--- config.mk ---
export PLATFORM = sky130hd
export DESIGN_NAME = sha256_host_ctrl
export DESIGN_NICKNAME = d
export VERILOG_FILES = /design/src/rtl/sha256_host_ctrl.sv
export SDC_FILE = /design/constraint.sdc
export NUM_CORES = 1
export LEC_CHECK = 0
export ABC_AREA = 0
export CORE_MARGIN = 2
export CORE_UTILIZATION = 45
export DETAILED_ROUTE_END_ITERATION = 8
export DONT_BUFFER_PORTS = 1
export HOLD_SLACK_MARGIN = 0.05
export MAX_ROUTING_LAYER = met4
export PLACE_DENSITY = 0.67
export SYNTH_ARGS = -nofsm -noshare
export SYNTH_HDL_FRONTEND = slang
export SYNTH_SLANG_ARGS = --single-unit
export TNS_END_PERCENT = 1
--- constraint.sdc ---
create_clock -name clk -period 5.1 [get_ports clk]
set_input_delay 1.02 -clock clk [delete_from_list [all_inputs] [get_ports clk]]
set_output_delay 1.02 -clock clk [all_outputs]
set_load 0.01 [all_outputs]
--- src/rtl/sha256_host_ctrl.sv ---
// Host-side sequencer for the SHA-256 core: loads message words into shared memory,
// kicks the core, waits for completion under a watchdog, then streams h0..h7 out.
module sha256_host_ctrl #(
  parameter int unsigned NUM_OF_WORDS   = 20,
  parameter logic [15:0] MSG_ADDR       = 16'h0000,
  parameter logic [15:0] OUT_ADDR       = 16'h0100,
  parameter int unsigned TIMEOUT_CYCLES = 65535
) (
  input  logic        clk,
  input  logic        reset,
  input  logic        in_valid,
  output logic        in_ready,
  input  logic [31:0] in_data,
  output logic        out_valid,
  input  logic        out_ready,
  output logic [31:0] out_data,
  output logic        out_last,
  output logic        core_start,
  output logic [15:0] core_message_addr,
  output logic [15:0] core_output_addr,
  input  logic        core_done,
  output logic        mem_sel,
  output logic        mem_we,
  output logic [15:0] mem_addr,
  output logic [31:0] mem_write_data,
  input  logic [31:0] mem_read_data,
  output logic        busy,
  output logic        error
);

  // state     | meaning
  // LOAD      | accept message words, write them to memory
  // START     | pulse core_start, hand memory to the core
  // WAIT_LOW  | wait for the core to drop its idle/done level
  // WAIT_DONE | wait for done to rise again
  // RD_REQ    | register the read address of hash word k
  // RD_WAIT   | memory latency cycle
  // RD_CAP    | capture read data into the output register
  // OUT       | hold the hash word until out_ready
  typedef enum logic [2:0] {
    S_LOAD, S_START, S_WAIT_LOW, S_WAIT_DONE, S_RD_REQ, S_RD_WAIT, S_RD_CAP, S_OUT
  } state_e;

  localparam logic [7:0]  LAST_IDX  = 8'(NUM_OF_WORDS - 1);
  localparam logic [31:0] WDOG_LAST = 32'(TIMEOUT_CYCLES - 1);

  state_e      state_q;
  logic [7:0]  idx_q;
  logic [2:0]  k_q;
  logic [31:0] wdog_q;
  logic        core_start_q;
  logic        mem_sel_q;
  logic        mem_we_q;
  logic [15:0] mem_addr_q;
  logic [31:0] mem_wdata_q;
  logic        out_valid_q;
  logic        out_last_q;
  logic [31:0] out_data_q;
  logic        error_q;

  logic accept;
  logic wdog_expired;

  assign accept       = in_valid && (state_q == S_LOAD);
  assign wdog_expired = (wdog_q == WDOG_LAST);

  always_ff @(posedge clk) begin
    if (reset) begin
      state_q      <= S_LOAD;
      idx_q        <= 8'd0;
      k_q          <= 3'd0;
      wdog_q       <= 32'd0;
      core_start_q <= 1'b0;
      mem_sel_q    <= 1'b0;
      mem_we_q     <= 1'b0;
      mem_addr_q   <= 16'd0;
      mem_wdata_q  <= 32'd0;
      out_valid_q  <= 1'b0;
      out_last_q   <= 1'b0;
      out_data_q   <= 32'd0;
      error_q      <= 1'b0;
    end else begin
      core_start_q <= 1'b0;
      case (state_q)
        S_LOAD: begin
          if (accept) begin
            mem_we_q    <= 1'b1;
            mem_addr_q  <= MSG_ADDR + {8'h00, idx_q};
            mem_wdata_q <= in_data;
            if (idx_q == LAST_IDX) begin
              idx_q   <= 8'd0;
              state_q <= S_START;
            end else begin
              idx_q <= idx_q + 8'd1;
            end
          end else begin
            mem_we_q <= 1'b0;
          end
        end
        S_START: begin
          core_start_q <= 1'b1;
          mem_sel_q    <= 1'b1;
          mem_we_q     <= 1'b0;
          wdog_q       <= 32'd0;
          state_q      <= S_WAIT_LOW;
        end
        S_WAIT_LOW: begin
          if (wdog_expired) begin
            error_q   <= 1'b1;
            mem_sel_q <= 1'b0;
            wdog_q    <= 32'd0;
            state_q   <= S_LOAD;
          end else begin
            wdog_q <= wdog_q + 32'd1;
            if (!core_done) state_q <= S_WAIT_DONE;
          end
        end
        S_WAIT_DONE: begin
          // done rising on the expiry cycle still counts as a successful job
          if (core_done) begin
            mem_sel_q <= 1'b0;
            k_q       <= 3'd0;
            wdog_q    <= 32'd0;
            state_q   <= S_RD_REQ;
          end else if (wdog_expired) begin
            error_q   <= 1'b1;
            mem_sel_q <= 1'b0;
            wdog_q    <= 32'd0;
            state_q   <= S_LOAD;
          end else begin
            wdog_q <= wdog_q + 32'd1;
          end
        end
        S_RD_REQ: begin
          mem_addr_q <= OUT_ADDR + {13'h0000, k_q};
          mem_we_q   <= 1'b0;
          state_q    <= S_RD_WAIT;
        end
        S_RD_WAIT: state_q <= S_RD_CAP;
        S_RD_CAP: begin
          out_data_q  <= mem_read_data;
          out_valid_q <= 1'b1;
          out_last_q  <= (k_q == 3'd7);
          state_q     <= S_OUT;
        end
        S_OUT: begin
          if (out_ready) begin
            out_valid_q <= 1'b0;
            out_last_q  <= 1'b0;
            if (k_q == 3'd7) begin
              state_q <= S_LOAD;
            end else begin
              k_q     <= k_q + 3'd1;
              state_q <= S_RD_REQ;
            end
          end
        end
        default: state_q <= S_LOAD;
      endcase
    end
  end

  assign in_ready          = (state_q == S_LOAD);
  assign busy              = (state_q != S_LOAD) || (idx_q != 8'd0);
  assign core_start        = core_start_q;
  assign core_message_addr = MSG_ADDR;
  assign core_output_addr  = OUT_ADDR;
  assign mem_sel           = mem_sel_q;
  assign mem_we            = mem_we_q;
  assign mem_addr          = mem_addr_q;
  assign mem_write_data    = mem_wdata_q;
  assign out_valid         = out_valid_q;
  assign out_last          = out_last_q;
  assign out_data          = out_data_q;
  assign error             = error_q;

endmodule

==> impl_metrics.py <==
metrics = {
    "run_status": {
        "status": "finished, final reports clean",
    },
    "setup_path": {
        "worstPathArrival_ns": 1.68,
        "worst-path-buf-inv": 0,
        "slowest_stage": "nor3_2",
        "crit_type": "reg -> out",
        "cp_max_fo": 18,
        "endpoint_kind": "output port",
        "path_depth": 2,
        "r2r_start": "state_q[2]$_SDFFE_PP0P_",
        "cp_top_family": "simple AND/OR/NAND/NOR gates",
        "cp-startpoint": "state_q[2]$_SDFFE_PP0P_",
        "reg2reg_to": "out_data[15]$_SDFFE_PP0P_",
        "worstSetupEndpoint": "busy",
        "regToRegSetupSlack_ns": 2.85,
        "max_stage_delay_ns": 0.54,
        "critical_path.cell_chain": "nor3_2 -> nand4b_1",
        "required_ns": 4.08,
        "r2r_cells": 4,
        "cp-start-kind": "flop",
    },
    "drt": {
        "drt-initial-drc-count": 158,
        "avgRoutedWirePerCell_um": 14.5,
        "detail_route.vias_per_cell": 5.33,
        "vias": 4410,
        "drc": 0,
        "dr.pass1.iters": 4,
        "wirelength_mm": 12.0,
        "ant_nets": 0,
    },
    "floorplanning": {
        "core_area_um2": 12000,
        "initial_core_util_pct": 45.8,
        "io_pins": 189,
        "rows": 40,
        "die_w_um": 114,
        "die_area_um2": 13100,
        "die_h_um": 114,
    },
    "final_layout": {
        "area_growth_pct": 8.22,
        "nFillCells": 1105,
        "diodes": 0,
        "fin_cells": 827,
        "final_nets": 743,
        "drive_above_1_share_pct": 6.91,
        "final_cell_area_um2": 5930,
    },
    "power": {
        "power.total_mw": 2.21,
        "ir_drop_v": 0.000210,
        "power_density_nw_per_um2": 373,
        "p_leak_nw": 2.18,
    },
    "synth": {
        "yosysTopAreaCell": "dfxtp_1",
        "synthTopCellsByArea": "dfxtp_1 46%, nand2_1 12%, a21oi_1 8.3%, buf_4 5.6%, nor2_1 3.2%",
        "synthXorXnorAreaFrac_pct": 3.83,
        "synthAdderAreaFrac_pct": 1.60,
        "synthMuxAreaShare_pct": 0.205,
        "ys_types": 58,
        "synth-main-ff-cell": "dfxtp_1",
        "yosysWarnings": 0,
        "synthTopCellsByCount": "176 x nand2_1, 125 x dfxtp_1, 91 x a21oi_1",
        "synthCells": 684,
        "synthSimpleGateAreaFrac_pct": 26.9,
        "synth.avg_cell_area_um2": 8.01,
        "post-synth-top-count-cell": "nand2_1",
        "synthArstFlopShare_pct": 0,
        "ys_seq_elements": 125,
        "yosys.area.top_type_share_pct": 45.7,
        "synth_top_family_by_area": "simple AND/OR/NAND/NOR gates",
        "ys_seq_area_share_pct": 45.7,
        "synth_compound_area_share_pct": 12.7,
        "synth_edf_count": 0,
        "synth_area_um2": 5480,
    },
    "timing": {
        "tightest_slew_ns": 1.24,
        "fin_ws_ns": 2.40,
        "slew_headroom_pct": 17.1,
        "fin_crit_sh_pct": 53.0,
        "fmax_mhz": 370,
        "hold_violations": 0,
        "finClkSkew_ns": 0.00619,
        "rsz0062_at_grt": "false",
        "setup-violations-final": 0,
        "min_period_ns": 2.70,
        "slew_viol_final": 0,
        "fin_tns_setup_ns": 0,
    },
    "global_routing": {
        "antenna_found_initial": 0,
        "grt_pass1_wl_mm": 18.8,
        "track_usage_pct": 18.8,
        "grt_pass1_vias": 4014,
        "grt_max_degree": 94,
        "overflow": 0,
    },
    "clock_tree": {
        "cts.path.max_buffers": 2,
        "cts_tree": "yes",
        "clkTransAtPathRegs_ns": 0.05,
        "htreeDepth": 4,
        "ctsResizeCount": 0,
        "cts_hold_buf": 0,
        "clk-insertion-delay-late_ns": 0.41,
        "cts_sinks": 125,
        "numCtsBuffers": 17,
        "cts_setup_buffers": 0,
        "clock-root-buffer": "clkbuf_16",
    },
    "placed_design": {
        "port_buffers": 0,
        "place_congestion": 0.883,
        "place_ws_ns": 2.79,
        "postPlaceCellArea_um2": 5360,
        "dp_hpwl_mm": 8.35,
        "placed_cells": 795,
    },
    "hold_path": {
        "hold_path.class": "reg -> reg",
    },
    "run": {
        "drv_cap": 0,
    },
}
-- flip-flops by register name, summed over array words and instances, names as in the netlist --
signal	count
k_q	3
mem_sel	1
state_q	3
mem_addr	9
mem_write_data	32
mem_we	1
out_last	1
out_data	32
wdog_q	32
idx_q	8
error	1
out_valid	1
core_start	1
-- metrics by stage --
step / hold WS, ns / util [%]
global route: 0.512 / 49.6
floorplan: 0.435 / -
finish: 0.482 / 49.6
CTS: 0.475 / 49.6
detailed placement: 0.465 / 44.8
global placement: 0.453 / 44.8
-- worst min-delay path by stage --
stage,from,to,slack (ns),cells after the start
6_report,wdog_q[31]$_SDFFE_PP0P_,wdog_q[31]$_SDFFE_PP0P_,0.48,1
5_1_grt,mem_write_data[23]$_SDFFE_PP0P_,mem_write_data[23]$_SDFFE_PP0P_,0.51,2
4_1_cts,wdog_q[31]$_SDFFE_PP0P_,wdog_q[31]$_SDFFE_PP0P_,0.48,1
3_5_place_dp,wdog_q[31]$_SDFFE_PP0P_,wdog_q[31]$_SDFFE_PP0P_,0.47,1
3_3_place_gp,wdog_q[31]$_SDFFE_PP0P_,wdog_q[31]$_SDFFE_PP0P_,0.45,1
2_1_floorplan,wdog_q[31]$_SDFFE_PP0P_,wdog_q[31]$_SDFFE_PP0P_,0.44,1
-- cells in the final DEF (no fill, tap or decap), drive strengths merged, types with 2 or more instances in the layout --
cell,synthesis,final
nand2,176,176
dfxtp,125,125
a21oi,91,91
nor2,49,49
conb,2,39
clkbuf,28,28
nand3,19,19
nand4,19,19
xor2,16,16
o21ai,11,11
inv,8,8
xnor2,8,8
nor4,8,8
ha,7,7
nor3,7,7
and3,7,7
and2,5,5
or3,5,5
a31oi,5,5
a21o,4,4
or4,4,4
nand2b,4,4
and4,4,4
a22oi,3,3
nor2b,2,2
nor3b,2,2
a211oi,2,2
o31a,2,2
clkinvlp,0,2
clkinv,0,2
buf,47,2
or2,2,2
-- kinds of logic (layout without fill, tap and decap cells) --
group	Yosys count	after routing
xor+xnor	24	24
buf+inv	83	42
other cells	2	39
mux	1	1
compound gates	126	126
fa+ha+maj	7	7
simple gates	316	316
flops	125	125
-- cell type report --
class / count / area (µm²) / share of cell area, %
well taps: 147 / 184 / 3.10
inverters: 8 / 30.0 / 0.506
flip-flops and latches: 125 / 2500 / 42.2
clock buffers: 28 / 547 / 9.22
clock inverters: 4 / 25.0 / 0.422
multi-input cells: 513 / 2630 / 44.3
repair buffers: 2 / 15.0 / 0.253
-- routing by layer --
metal / GRT usage [%] / part of all wire [%]
met1: 21.5 / 42
met4: 8.05 / 1.8
met3: 7.20 / 8.4
met2: 29.4 / 47
met5: - / 0
-- worst reg2reg max path: cells and delay by family (launching register included) --
family | cells | cell delay (ns)
AND/OR/NAND/NOR | 3 | 1.33
flip-flops | 1 | 0.66
AO/OA/AOI/OAI | 1 | 0.18
-- power by group --
part           total, mW  switching (mW)  internal [mW]
clock network       1.13           0.408          0.723
logic             0.0623          0.0442         0.0181
registers           1.02          0.0216          0.996
Note: power is estimated with default switching activity, not from simulation.
